[config.mk]
export PLATFORM = sky130hd
export DESIGN_NAME = ro_freq_meter
export DESIGN_NICKNAME = d
export VERILOG_FILES = /design/src/rtl/ro_meter_pkg.sv /design/src/rtl/ro_freq_meter_sync_edge_det.sv /design/src/rtl/ro_freq_meter.sv
export SDC_FILE = /design/constraint.sdc
export NUM_CORES = 1
export LEC_CHECK = 0
export CAP_MARGIN = 5
export CORE_ASPECT_RATIO = 0.5
export CORE_MARGIN = 2
export CORE_UTILIZATION = 54
export DETAILED_ROUTE_END_ITERATION = 10
export PLACE_DENSITY = 0.85
export SYNTH_ARGS = -nofsm -noshare
export SYNTH_HDL_FRONTEND = slang
export SYNTH_SLANG_ARGS = --single-unit
[constraint.sdc]
create_clock -name clk -period 4.25 [get_ports clk]
set_input_delay 0.85 -clock clk [delete_from_list [all_inputs] [get_ports clk]]
set_output_delay 0.85 -clock clk [all_outputs]
set_load 0.05 [all_outputs]
[src/rtl/ro_meter_pkg.sv]
// Shared types and constants for the ring-oscillator frequency meter.
// Other blocks that sample oscillator outputs can import the settle-time helper.
package ro_meter_pkg;

  typedef enum logic [1:0] {
    IDLE,
    SETTLE,
    MEASURE,
    DONE
  } state_t;

  localparam int SYNC_STAGES_DEF = 2;
  localparam int SETTLE_CYCLES   = SYNC_STAGES_DEF + 1;

  // Settle time must cover every synchroniser flop plus the edge-detect flop.
  function automatic int settle_cycles(input int sync_stages);
    return sync_stages + 1;
  endfunction

endpackage

[src/rtl/ro_freq_meter_sync_edge_det.sv]
// Synchroniser chain for an asynchronous input followed by a rising-edge pulse.
// The pulse is high for one clk cycle per synchronised 0->1 transition.
module sync_edge_det #(
  parameter int STAGES = 2
) (
  input  logic clk,
  input  logic rst_n,
  input  logic async_in,
  output logic edge_pulse
);

  logic [STAGES-1:0] sync_q;
  logic              last_q;

  always_ff @(posedge clk or negedge rst_n) begin
    if (!rst_n) begin
      sync_q <= '0;
      last_q <= 1'b0;
    end else begin
      sync_q <= {sync_q[STAGES-2:0], async_in};
      last_q <= sync_q[STAGES-1];
    end
  end

  assign edge_pulse = sync_q[STAGES-1] & ~last_q;

endmodule

[src/rtl/ro_freq_meter.sv]
// Gated edge counter for a selectable free-running oscillator input.
// Latches a saturating count with overflow flag, readable in parallel or serially.
module ro_freq_meter
  import ro_meter_pkg::*;
#(
  parameter int NUM_SRC     = 8,
  parameter int SEL_W       = $clog2(NUM_SRC),
  parameter int CNT_W       = 16,
  parameter int GATE_W      = 12,
  parameter int SYNC_STAGES = SYNC_STAGES_DEF
) (
  input  logic               clk,
  input  logic               rst_n,
  input  logic [NUM_SRC-1:0] src_in,
  input  logic [SEL_W-1:0]   sel,
  input  logic [GATE_W-1:0]  gate_len,
  input  logic               start,
  output logic               busy,
  output logic               done,
  output logic [CNT_W-1:0]   count,
  output logic               overflow,
  input  logic               shift_en,
  output logic               ser_out
);

  localparam int SETTLE_N = settle_cycles(SYNC_STAGES);
  localparam int TMR_W    = (GATE_W > $clog2(SETTLE_N)) ? GATE_W : $clog2(SETTLE_N);

  state_t             state_q, state_d;
  logic [SEL_W-1:0]   sel_q;
  logic [GATE_W-1:0]  gate_q;
  logic [TMR_W-1:0]   tmr_q;
  logic [CNT_W-1:0]   cnt_q;
  logic               ovf_q;
  logic [CNT_W:0]     shreg_q;
  logic               edge_pulse;

  sync_edge_det #(
    .STAGES(SYNC_STAGES)
  ) u_sync (
    .clk       (clk),
    .rst_n     (rst_n),
    .async_in  (src_in[sel_q]),
    .edge_pulse(edge_pulse)
  );

  always_ff @(posedge clk or negedge rst_n) begin
    if (!rst_n) state_q <= IDLE;
    else        state_q <= state_d;
  end

  always_comb begin
    state_d = state_q;
    busy    = 1'b0;
    case (state_q)
      IDLE: begin
        if (start) state_d = SETTLE;
      end
      SETTLE: begin
        busy = 1'b1;
        if (tmr_q == '0) state_d = (gate_q == '0) ? DONE : MEASURE;
      end
      MEASURE: begin
        busy = 1'b1;
        if (tmr_q == '0) state_d = DONE;
      end
      DONE: begin
        state_d = IDLE;
      end
      default: begin
        state_d = IDLE;
      end
    endcase
  end

  // One down-counter times both the settle window and the gate window.
  always_ff @(posedge clk or negedge rst_n) begin
    if (!rst_n) begin
      sel_q    <= '0;
      gate_q   <= '0;
      tmr_q    <= '0;
      cnt_q    <= '0;
      ovf_q    <= 1'b0;
      done     <= 1'b0;
      count    <= '0;
      overflow <= 1'b0;
    end else begin
      done <= 1'b0;
      case (state_q)
        IDLE: begin
          if (start) begin
            sel_q  <= sel;
            gate_q <= gate_len;
            tmr_q  <= TMR_W'(SETTLE_N - 1);
            cnt_q  <= '0;
            ovf_q  <= 1'b0;
          end
        end
        SETTLE: begin
          if (tmr_q == '0) tmr_q <= TMR_W'(gate_q) - TMR_W'(1);
          else             tmr_q <= tmr_q - TMR_W'(1);
        end
        MEASURE: begin
          if (tmr_q != '0) tmr_q <= tmr_q - TMR_W'(1);
          if (edge_pulse) begin
            if (cnt_q == '1) ovf_q <= 1'b1;
            else             cnt_q <= cnt_q + CNT_W'(1);
          end
        end
        DONE: begin
          done     <= 1'b1;
          count    <= cnt_q;
          overflow <= ovf_q;
        end
        default: begin
        end
      endcase
    end
  end

  // A fresh result load takes priority over a simultaneous shift request.
  always_ff @(posedge clk or negedge rst_n) begin
    if (!rst_n)                shreg_q <= '0;
    else if (state_q == DONE)  shreg_q <= {ovf_q, cnt_q};
    else if (shift_en)         shreg_q <= {shreg_q[CNT_W-1:0], 1'b0};
  end

  assign ser_out = shreg_q[CNT_W];

endmodule
# After elaboration in Yosys (flattened, before gate mapping)
# Index checks and enable logic that the tools add are counted.
# op_classes
mux	23
n_lt_le_gt_ge	1
n_addsub	3
n_reduce_logical	13
bitwise_logic	2
eq_ne	11
# op_table
operator	n
2-to-1 mux 16 bit	3
2-to-1 mux 12 bit	3
case mux 12 bit (3 select lines)	1
2-to-1 mux 17 bit	2
case mux 16 bit (2 select lines)	1
zero test 12 bit	2
subtractor 12 x 1 -> 12 bit, second input constant	2
adder 16 x 1 -> 16 bit, second input constant	1
equality test 16 bit, second input constant	1
!= test 2 bit, second input constant	7
nonzero test 12 bit	1
case mux 2 bit (4 select lines)	1
AND reduction 4 bit	2
2-to-1 mux 1 bit	7
2-to-1 mux 2 bit	3
AND reduction 3 bit	2
equality test 2 bit, second input constant	2
< comparator 3 x 4 -> 1 bit, second input constant	1
nonzero test 2 bit	2
binary-select mux 1 bit (select 3 bit)	1
nonzero test 3 bit	1
equality test 2 x 1 -> 1 bit, second input constant	1
zero test 2 bit	1
case mux 1 bit (2 select lines)	1
4 further kinds	4
# word_totals
regBits	84
inputBits	27
wordCells	65

# Depth between registers and ports, before layout
# logic_depth
ltp_word	4
depth_mapped	9

# Hierarchy
# A second synthesis with hierarchy kept.
# hier_totals
hier_cells	411
hier_area_um2	4237.8
# by_module_without_submodules
module	cells_per_inst	area_each_um2	seq_area_each_um2	n_inst
ro_freq_meter	407	4149.0	2026.9	1
sync_edge_det	4	88.8	75.1	1

# Worst setup path before layout
# Ideal clock, no wire load.
# synth_path
kind	register -> register
from	reg state_q[0]
to	reg tmr_q[9]
setup_time_ns	0.087
synth_period_minus_slack_ns	2.278
required_ns	4.163
path_stages_with_launch	7
slack_ns	1.972
n_path_buf	0
arrival_time_ns	2.192
path_cell_list	dfrtp_1 > inv_1 > ha_1 > nor3b_1 > a21boi_1 > nand2_1 > o211ai_1
# synth_via
elab_chain_cells	3
elab_cells_between_ends	8
# synth_rtl
element	line_no	source
start, declared	ro_freq_meter.sv:29	state_t state_q, state_d;
start signal, assigned	ro_freq_meter.sv:49	else state_q <= state_d;
equality test 2 bit (tied with other cells)	ro_freq_meter.sv:89	case (state_q)
!= test 2 bit (no source line) / nonzero test 3 bit (equally long branches)	-	
AND reduction 3 bit (no source line)	-	
end signal, assigned	ro_freq_meter.sv:94	tmr_q <= TMR_W'(SETTLE_N - 1);
end signal, assigned	ro_freq_meter.sv:100	if (tmr_q == '0) tmr_q <= TMR_W'(gate_q) - TMR_W'(1);
end signal, assigned	ro_freq_meter.sv:101	else tmr_q <= tmr_q - TMR_W'(1);
end, declared	ro_freq_meter.sv:32	logic [TMR_W-1:0] tmr_q;
# Several ways; a longest one is shown, not always the timed one.
# A chain may end at the register's enable or synchronous reset.

# Final worst setup path
# layout_path
from	reg state_q[0]
to	out busy
# layout_via
elab_chain_cells	3
elab_cells_between_ends	4
# layout_rtl
element	line_no	source
equality test 2 bit / equality test 2 x 1 -> 1 bit (equally long branches)	ro_freq_meter.sv:55	case (state_q)
OR reduction 2 bit (no source line) *	-	
2-to-1 mux 1 bit *	ro_freq_meter.sv:55	
end, declared	ro_freq_meter.sv:18	output logic busy,
# Mark *: on every way between the ends. The rest lies on a longest branch, timed or not.

==> results.txt <==
The run finished with clean final reports. The fraction of post-synthesis cell area in the top cell type by area is 0.498. Traced cell by cell, the critical path runs through inv_1 > ha_1 > clkdlybuf4s50_1. The first detailed-routing pass took 5 iterations. The number of core rows is 22. The critical path required time came out at about 3.4 ns.

The share of total power dissipated in the clock network is 0.233. Overall power consumption after layout is estimated at 3.14 mW. Of the total power, registers draw 0.361. The netlist uses 55 different library cells. Summed over all cells, the static leakage comes to 2.11 nW.

Synthesis inferred between 80 and 90 register bits. Once detail routing completed, the nets flagged for antenna violations numbered 0. The number of cells on the worst reg-to-reg path came out at 7. The via count of the routed design is 3222. The final estimated routing congestion in global placement came out at 0.866. The commonest cells after synthesis are sky130_fd_sc_hd__dfrtp_1, sky130_fd_sc_hd__o21ai_0, sky130_fd_sc_hd__nand2_1.

The number of global-route vias before repair is 2951. The initial antenna violation count came out at 0. Summed over all layers, the routed wires come to 8.56 mm. Power spread over the standard cell area amounts to approximately 620 mW/mm². The category of the critical setup timing path is reg -> out. The worst register-to-register path begins at state_q[0]$_DFFE_PN0P_.

Setup repair after global routing left no endpoint under its margin. The synthesized design spends more area on one cell type than any other, namely sky130_fd_sc_hd__dfrtp_1. Synthesis produced a netlist whose cell count is slightly above 400. The clock tree from TritonCTS is done. The count of pins over their slew limit is 0. The switching power came out at between 1 and 1.5 mW. The total nets after synthesis is 443.

The maximum frequency from static timing analysis came out at 0.329 GHz. The endpoint arrival time on the critical path came out at 2.19 ns. The initial detailed-routing violation count is approximately 340. After synthesis the cells add up to 0.00422 mm². STA classifies the critical path startpoint as a register. The cell count of the worst hold path is 0. The clock net sink count is 84.

CTS built an H-tree with a depth of 3. The mean instance size in the synthesized netlist is 10.3 µm². The area of the die is 0.00858 mm². The destination of the worst hold path is u_sync.sync_q[1]$_DFF_PN0_. After clock tree synthesis, the flow added hold-fix buffers numbering 0. In this run the clock root is driven by a sky130_fd_sc_hd__clkbuf_16. The relative area change from synthesis to final layout came out at 19.0%. The placed wire-length estimate came out at 5.80 mm. The total of warnings raised by yosys came out at 0. The overflow left after global routing is 0.

The total CTS buffers is 9. By area the synthesized netlist is led by sky130_fd_sc_hd__dfrtp_1, sky130_fd_sc_hd__o21ai_0, sky130_fd_sc_hd__mux2_2. The endpoint identified for the worst register-to-register timing path is cnt_q[9]$_DFFE_PN0P_. The register-to-register setup slack is 1.61 ns.

The overall global routing resource usage is 0.222. Of the total power, the share spent switching nets is 0.387. The fraction of layout instances using a drive strength above 1 is 0.108. The post-detailed-route via-to-cell ratio came out at 5.74. 47 I/O pins were placed. The buffer levels on the longest clock path came out at 2. The share of total power dissipated in combinational logic is 0.406.

For the finished layout, the period the worst path requires is 3.04 ns. Measured against its own limit, the worst slew margin works out to 0.299. After the last flow step, the layout net total stands at 483.

The worst hold path belongs to the class reg -> reg. The wire length of the first global-routing pass is about 14 mm. For this configuration, the core starts out at a cell density of 0.566. The most numerous cell in the Yosys netlist is sky130_fd_sc_hd__dfrtp_1. The number of cells upsized or downsized after cts is 0. Entering global routing, the biggest net connects 85 pins. The internal power of the cells totals 1.92 mW. The post-detailed-route wirelength per cell came out at 15.2 µm. After clock tree synthesis, the setup repair step added 0 buffers.

The transition time at the pin with the least slew margin is 1.05 ns. The startpoint identified for the worst hold timing path is u_sync.sync_q[0]$_DFF_PN0_. The share of the clock period used by the worst path came out at 0.715.

The setup-violating endpoint count in the final report is 0. The setup TNS came out at 0 ns. The portion of the post-synthesis area used by sequential elements came out at 0.498. In this run the worst path has a maximum fanout of 9. The total core area is around 0.0075 mm².

In this run the vertical extent of the chip is 66.5 µm. The DRC violation count after routing is 0. The number of hold-slack violations in the final timing report is 0. The async set-reset flop share out of synthesis came out at 1.00. The number of enable-type register cells in the synthesized netlist came out at 0. The count of antenna diodes in the layout is 0. Max-cap violations in this run came to 0.

The clock latency on the worst-skew pair is 0.35 ns. The setup clock skew after layout came out at 0.00657 ns. The most common flop cell mapped by yosys is sky130_fd_sc_hd__dfrtp_1. The number of I/O port buffers came out at 46. The die is 129 µm wide. STA classifies the critical path endpoint as a primary output. The slowest stage of the critical path is the sky130_fd_sc_hd__clkdlybuf4s50_1 cell. The peak per-stage delay on the critical path came out at 0.86 ns. The clock edge transition at the registers on the reported setup and hold paths came out at around 0.06 ns. The worst ir drop on vdd came out at 0.326 mV.
metrics by stage:
step	worst slack (ns)	utilization	area [µm²]	hold slack (ns)	cells
floorplan	1.97	-	4220	0.331	408
global placement	1.18	0.635	4740	0.333	545
detailed placement	1.09	0.635	4740	0.336	545
CTS	1.18	0.673	5020	0.353	561
global route	1.14	0.673	5020	0.357	561
finish	1.21	0.673	5020	0.355	561
cell families after synthesis:
family | after synthesis | synth area share
and+or+nand+nor | 110 | 0.144
AOI/OAI and AO/OA | 105 | 0.154
DFF | 84 | 0.498
buffers and inverters | 47 | 0.0457
muxes | 38 | 0.101
xor gates and xnor gates | 16 | 0.0332
adders and majority gates | 8 | 0.0237
registers in the layout (all words and copies together) (netlist names):
name	flops
u_sync.sync_q	2
shreg_q	17
state_q	2
gate_q	12
overflow	1
cnt_q	16
done	1
count	16
u_sync.last_q	1
ovf_q	1
sel_q	3
tmr_q	12
critical path, delay by kind of cell, from the launching register on:
family	cells	cell delay, ns
adders and majority gates	1	0.49
buffers and inverters	2	0.97
DFF	1	0.38
placed cells by master (no fill, tap or decap), types with 11 or more instances in the layout:
master | netlist | routed
sky130_fd_sc_hd__dfrtp_1 | 84 | 84
sky130_fd_sc_hd__o21ai_0 | 50 | 50
sky130_fd_sc_hd__clkdlybuf4s50_1 | 0 | 45
sky130_fd_sc_hd__nand2_1 | 32 | 32
sky130_fd_sc_hd__inv_1 | 28 | 28
sky130_fd_sc_hd__mux2_2 | 18 | 18
sky130_fd_sc_hd__mux2i_1 | 18 | 18
sky130_fd_sc_hd__nor2_1 | 16 | 16
sky130_fd_sc_hd__nand3_1 | 12 | 12
sky130_fd_sc_hd__a21oi_1 | 11 | 11
power by group through the flow:
| stage | registers [mW] | clock network [mW] | logic, mW |
|---|---|---|---|
| 2_1_floorplan | 1.16 | 0 | 0.950 |
| 3_3_place_gp | 1.14 | 0 | 1.23 |
| 3_5_place_dp | 1.14 | 0 | 1.25 |
| 4_1_cts | 1.13 | 0.744 | 1.27 |
| 5_1_grt | 1.16 | 0.784 | 1.40 |
| 6_report | 1.13 | 0.730 | 1.27 |
layer usage:
metal  share of wire  track usage  vias up
li1                -            -     1569
met2            0.45        0.342      102
met4           0.016       0.0924        0
met3           0.052       0.0530       12
met5               0            0        -
met1            0.48        0.306     1539
how the worst max path moves through the flow:
stage / startpoint / endpoint / slack (ns)
floorplan: state_q[0]$_DFFE_PN0P_ / tmr_q[9]$_DFFE_PN0P_ / 1.97
global placement: start / cnt_q[13]$_DFFE_PN0P_ / 1.18
detailed placement: start / cnt_q[15]$_DFFE_PN0P_ / 1.09
CTS: state_q[0]$_DFFE_PN0P_ / busy / 1.18
global route: state_q[0]$_DFFE_PN0P_ / busy / 1.14
finish: state_q[0]$_DFFE_PN0P_ / busy / 1.21
final cells by class:
class                           instances  area (µm²)
Fill cell                             561        2440
Sequential cell                        84        2100
Multi-Input combinational cell        277        1920
Timing Repair Buffer                   48         473
Clock buffer                           11         243
Tap cell                              108         135
Inverter                               28         105
Clock inverter                          5        36.3
No activity file was read; power rests on OpenSTA's default activity.
